[src/rtl/piso_pkg.sv]
// Shared types for the parallel-in serial-out serializer.
package piso_pkg;

  typedef enum logic {
    IDLE  = 1'b0,
    SHIFT = 1'b1
  } state_t;

endpackage

[src/rtl/piso_serializer.sv]
// PISO serializer: a word accepted on valid_i&ready_o appears on q_o the next cycle, one bit per tick_i.
// ready_o rises only in IDLE or on the final bit's tick, so back-to-back words stream with no gap bit.
module piso_serializer
  import piso_pkg::*;
#(
  parameter int WIDTH     = 8,
  parameter bit LSB_FIRST = 1'b0
) (
  input  logic             clk_i,
  input  logic             rst_i,
  input  logic [WIDTH-1:0] data_i,
  input  logic             valid_i,
  output logic             ready_o,
  input  logic             tick_i,
  output logic             q_o,
  output logic             q_valid_o,
  output logic             last_o,
  output logic             done_o
);

  localparam int            CW       = $clog2(WIDTH);
  localparam logic [CW-1:0] LAST_CNT = CW'(WIDTH - 1);

  state_t           state_q, state_d;
  logic [WIDTH-1:0] sreg_q;
  logic [CW-1:0]    cnt_q;
  logic             done_q;
  logic             at_last;
  logic             wrap;
  logic             accept;
  logic             out_bit;

  assign at_last = (cnt_q == LAST_CNT);
  // Final bit being consumed this cycle: the only point in SHIFT where a new word may enter.
  assign wrap    = (state_q == SHIFT) && tick_i && at_last;
  assign ready_o = (state_q == IDLE) || wrap;
  assign accept  = valid_i && ready_o;
  assign out_bit = LSB_FIRST ? sreg_q[0] : sreg_q[WIDTH-1];
  assign done_o  = done_q;

  always_ff @(posedge clk_i or negedge rst_i) begin
    if (!rst_i) begin
      state_q <= IDLE;
    end else begin
      state_q <= state_d;
    end
  end

  always_comb begin
    state_d = state_q;
    case (state_q)
      IDLE:    if (accept) state_d = SHIFT;
      SHIFT:   if (wrap)   state_d = accept ? SHIFT : IDLE;
      default: state_d = IDLE;
    endcase
  end

  always_comb begin
    q_valid_o = 1'b0;
    q_o       = 1'b0;
    last_o    = 1'b0;
    if (state_q == SHIFT) begin
      q_valid_o = 1'b1;
      q_o       = out_bit;
      last_o    = at_last;
    end
  end

  always_ff @(posedge clk_i or negedge rst_i) begin
    if (!rst_i) begin
      sreg_q <= '0;
      cnt_q  <= '0;
      done_q <= 1'b0;
    end else begin
      done_q <= wrap;
      if (accept) begin
        sreg_q <= data_i;
        cnt_q  <= '0;
      end else if ((state_q == SHIFT) && tick_i && !at_last) begin
        sreg_q <= LSB_FIRST ? {1'b0, sreg_q[WIDTH-1:1]} : {sreg_q[WIDTH-2:0], 1'b0};
        cnt_q  <= cnt_q + CW'(1);
      end
    end
  end

endmodule

[config.mk]
export PLATFORM = sky130hd
export DESIGN_NAME = piso_serializer
export DESIGN_NICKNAME = d
export VERILOG_FILES = /design/src/rtl/piso_pkg.sv /design/src/rtl/piso_serializer.sv
export SDC_FILE = /design/constraint.sdc
export NUM_CORES = 1
export LEC_CHECK = 0
export CORE_MARGIN = 10
export CORE_UTILIZATION = 50
export DETAILED_ROUTE_END_ITERATION = 7
export PLACE_DENSITY_LB_ADDON = 0.1
export SYNTH_ARGS = -nofsm -noshare
export SYNTH_HDL_FRONTEND = slang
export SYNTH_SLANG_ARGS = --single-unit
[constraint.sdc]
create_clock -name clk_i -period 3 [get_ports clk_i]
set_input_delay 0.3 -clock clk_i [delete_from_list [all_inputs] [get_ports clk_i]]
set_output_delay 0.3 -clock clk_i [all_outputs]
set_load 0.01 [all_outputs]
Word level (Yosys, flattened, before mapping)
Index checks and enable logic that the tools add are counted.
{ "word_totals": {"ff_bits": 13, "input_bits": 12, "output_inout_bits": 5, "elab_cells": 24} }
{ "op_classes": {"add_sub_neg": 1, "eq_ne": 1, "mux": 10, "n_bitwise": 1, "reduce_logical": 7} }
{ "op_table": {"columns": ["op", "count"], "rows": [
  ["8-bit two-way mux", 2],
  ["3-bit two-way mux", 2],
  ["1-bit two-way mux", 5],
  ["1-bit logical AND", 4],
  ["3-bit by 1-bit adder with 3-bit output (second input constant)", 1],
  ["3-bit == test (second input constant)", 1],
  ["1-bit case mux with 2 select lines", 1],
  ["2-bit nonzero test", 1],
  ["1-bit logical NOT", 1],
  ["1-bit logical OR", 1],
  ["1-bit NOT", 1]
]} }

Depth between registers and ports, before layout
{ "logic_depth": {"word_depth": 7, "ltp_mapped": 6} }

Worst setup path before layout
No wires, ideal clock.
{ "synth_path": {"path_kind": "flip-flop to flip-flop", "start": "reg cnt_q[0]", "end": "reg sreg_q[3]", "setup_ns": 0.153, "arrival_ns": 1.252, "required_time_ns": 2.847, "path_slack_ns": 1.595, "path_stages_with_launch": 7, "path_buffers": 1, "period_less_slack_ns": 1.405, "path_cell_list": "dfrtp_1 ha_1 ha_1 nand2b_1 buf_6 o22ai_1 a222oi_1"} }
{ "synth_between": {"elab_chain_len": 5, "word_cells_on_any_way": 8, "cone_classes": "1 x eq/ne; 1 x mux; 6 x reduce/logical"} }
{ "synth_rtl": {"columns": ["item", "line_no", "source"], "rows": [
  ["start: declaration", "piso_serializer.sv:26", "logic [CW-1:0] cnt_q;"],
  ["start signal: assignment", "piso_serializer.sv:81", "cnt_q <= cnt_q + CW'(1);"],
  ["3-bit == test (*)", "piso_serializer.sv:33", "assign at_last = (cnt_q == LAST_CNT);"],
  ["1-bit logical AND", "piso_serializer.sv:35", "assign wrap = (state_q == SHIFT) && tick_i && at_last;"],
  ["1-bit logical OR", "piso_serializer.sv:36", "assign ready_o = (state_q == IDLE) || wrap;"],
  ["1-bit logical AND", "piso_serializer.sv:37", "assign accept = valid_i && ready_o;"],
  ["8-bit two-way mux or 2-bit nonzero test (tied branches)", null, null],
  ["end signal: assignment", "piso_serializer.sv:77", "sreg_q <= data_i;"],
  ["end signal: assignment", "piso_serializer.sv:80", "sreg_q <= LSB_FIRST ? {1'b0, sreg_q[WIDTH-1:1]} : {sreg_q[WIDTH-2:0], 1'b0};"],
  ["end: declaration", "piso_serializer.sv:25", "logic [WIDTH-1:0] sreg_q;"]
]} }
Mark *: on every way between the ends. The rest lies on a longest branch, timed or not.
A chain may end at the register's enable or synchronous reset.

Worst setup path after layout
{ "layout_path": {"start": "reg cnt_q[0]", "end": "out ready_o"} }
{ "layout_between": {"elab_chain_len": 3} }
{ "layout_rtl": {"columns": ["item", "line_no", "source"], "rows": [
  ["3-bit == test", "piso_serializer.sv:33", null],
  ["1-bit logical AND", "piso_serializer.sv:35", null],
  ["1-bit logical OR", "piso_serializer.sv:36", null],
  ["end: declaration", "piso_serializer.sv:13", "output logic ready_o,"]
]} }
Every way passes these cells.

==> summary.md <==
| Metric | Value |
|---|---|
| Initial antenna violation count | `0` |
| Dpl cells | `97` |
| RSZ-0062 raised after global routing | `false` |
| Crit-path max FO | `5` |
| Drt via density | `5.72` |
| Die X-Extent | `57.8 um` |
| Hold Path Class | `in -> async` |
| Routed WL | `1.54 mm` |
| Fin crit share | `around 70%` |
| DR WL/cell | `15.2 um` |
| Slew @ Worst Pin | `~0.59 ns` |
| Hpwl dp | `~1.1 mm` |
| Slew Limit Fails | `0` |
| Power, Total | `0.624 mW` |
| Clock buffer count from CTS | `3` |
| Site row count | `13` |
| # Post-CTS Setup Buffers | `0` |
| Final setup viols | `0` |
| Clock Skews | `0.00135 ns` |
| # H-tree levels | `1` |
| VDD IR max | `449 uV` |
| Total clock sinks | `13` |
| Crit start category | `flip-flop` |
| # nets final | `just over 100` |
| Via count | `between 500 and 600` |
| Seq/Total Area, Yosys | `45.6%` |
| Layout area overhead | `22.5%` |
| Ranking of synthesized cells by area | `dfrtp_1, a222oi_1, inv_1, buf_6, o22ai_1` |
| Vias in the first global route | `between 500 and 600` |
| P_leak | `0.439 nW` |
| Max Fclk | `467 MHz` |
| Post-CTS sizing | `0` |
| Synth warnings | `0` |
| Top Ports | `17` |
| Final min period | `2.14 ns` |
| Layout cells sized above 1 | `6.98%` |
| Setup tns final | `0 ns` |
| First-pass GRT wire length | `2.62 mm` |
| Root buf cell | `clkbuf_4` |
| Synth area leader | `dfrtp_1` |
| Core area | `approximately 1300 um^2` |
| Arrival @ worst endpoint | `1.84 ns` |
| Hold buffers post-CTS | `0` |
| # fillers | `108` |
| Pwr dens | `714 nW/um^2` |
| Port bufs | `16` |
| Post-Layout Cell Count | `101` |
| Status | `completed` |
| Rel. slew slack | `about three fifths` |
| Pre-Repair DR Iteration Count | `4` |
| Max clock buf depth | `2` |
| Final Hold Fails | `0` |
| Syn Nets | `84` |
| Crit Path Category | `reg -> out` |
| RePlAce Congestion | `0.737` |
| Worst path required time | `2.70 ns` |
| Initial Util | `a little over half` |
| Synthesized flop and latch total | `13` |
| GRT Util Overall | `under 10%` |
| Post-synth top area share | `45.6%` |
| ANT cells | `0` |
| Count of cell types in the netlist | `19` |
| Largest net degree at the start of global routing | `20` |
| Post-DRT Antenna Nets | `0` |
| Clock Pin Slew Worst Setup and Hold Paths | `0.08 ns` |
| Mapped Area | `713 um^2` |
| Chip Height | `between 50 and 60 um` |
| CTS tree | `built` |
| CP endpoint kind | `primary output` |
| Die area | `3340 um^2` |
| Max Cap Violations | `0` |
| Syn Area/Cell | `10.2 um^2` |
| Residual DRC | `0` |
| Gr ovfl total | `0` |
| Worst-Skew Late Latency | `approximately 0.28 ns` |
| Post-Syn Instances | `70` |
| Initial DRC Count | `33` |
==> metal layers <==
layer | vias up | global-route usage (%) | routed length [um]
met1 | 267 | 10.8 | 662
met4 | 0 | 6.04 | 10
met3 | 2 | 5.66 | 158
met2 | 23 | 14.7 | 706
met5 | - | 0 | 0
li1 | 286 | - | -
==> worst paths after layout <==
| kind | from | to | slack [ns] | cells past startpoint |
|---|---|---|---|---|
| min in group clk_i | cnt_q[1] | cnt_q[1] | 0.56 | 1 |
| hold reg to reg | cnt_q[1] | cnt_q[1] | 0.56 | 1 |
| setup / recovery | cnt_q[0] | ready_o | 0.86 | 5 |
| setup reg to reg | cnt_q[0] | sreg_q[6] | 1.29 | 5 |
| hold / removal | rst_i | sreg_q[5] | 0.39 | 1 |
| max in group asynchronous | rst_i | state_q | 2.23 | 1 |
==> sequential cells by signal (all words and copies together), names as in the netlist <==
register	count
state_q	1
sreg_q	8
done_o	1
cnt_q	3
==> where the power goes <==
group          total, mW  internal, mW  switching [mW]
combinational      0.221         0.125          0.0967
sequential         0.291         0.236          0.0545
clock              0.112        0.0516          0.0599
==> cell usage in the layout (no fill, tap or decap) <==
cell type / count
inv_1: 18
clkdlybuf4s50_1: 16
dfrtp_1: 13
o22ai_1: 7
a222oi_1: 7
a22o_1: 3
clkbuf_4: 3
nand2_1: 2
nand2b_1: 2
a21boi_1: 2
o2bb2ai_1: 2
ha_1: 2
and3_2: 1
and2_2: 1
and2_1: 1
a21oi_2: 1
a21oi_1: 1
nor2_1: 1
a221oi_1: 1
mux2i_1: 1
clkbuf_1: 1
==> final cells by class <==
class | count | area (um^2) | share of cell area [%]
repair buffers | 16 | 160 | 18.3
well taps | 15 | 18.8 | 2.15
multi-input cells | 35 | 275 | 31.5
clock buffers | 4 | 26.3 | 3.01
flip-flops and latches | 13 | 325 | 37.2
inverters | 18 | 67.6 | 7.74
==> kinds of logic (layout without fill, tap and decap cells) <==
family / Yosys count / after routing / synth area share, %
buffers and inverters: 22 / 38 / 15.8
and+or+nand+nor: 8 / 8 / 6.32
adders and majority gates: 2 / 2 / 3.51
DFF: 13 / 13 / 45.6
muxes: 1 / 1 / 1.40
AOI/OAI and AO/OA: 24 / 24 / 27.4
==> Yosys cell counts, drive strengths merged <==
master	count
a21boi	2
a21oi	2
a221oi	1
a222oi	7
a22o	3
and2	2
and3	1
buf	4
dfrtp	13
ha	2
inv	18
mux2i	1
nand2	2
nand2b	2
nor2	1
o22ai	7
o2bb2ai	2
==> critical path, cell delays in order (launching register included) <==
cell and delay [ns]:
dfrtp_1 0.42, ha_1 0.21, ha_1 0.22, nand2_1 0.10, nand2_1 0.09, clkdlybuf4s50_1 0.52
==> per-stage QoR <==
step                util [%]  setup slack, ns  area (um^2)  hold WS [ns]
finish                  66.3            0.857          873         0.388
global route            66.3            0.718          873         0.413
CTS                     66.3            0.837          873         0.401
detailed placement      64.3            0.870          847         0.535
global placement        64.3            0.896          847         0.519
floorplan                  -             1.59          713       0.00441
No activity file was read; power rests on OpenSTA's default activity.
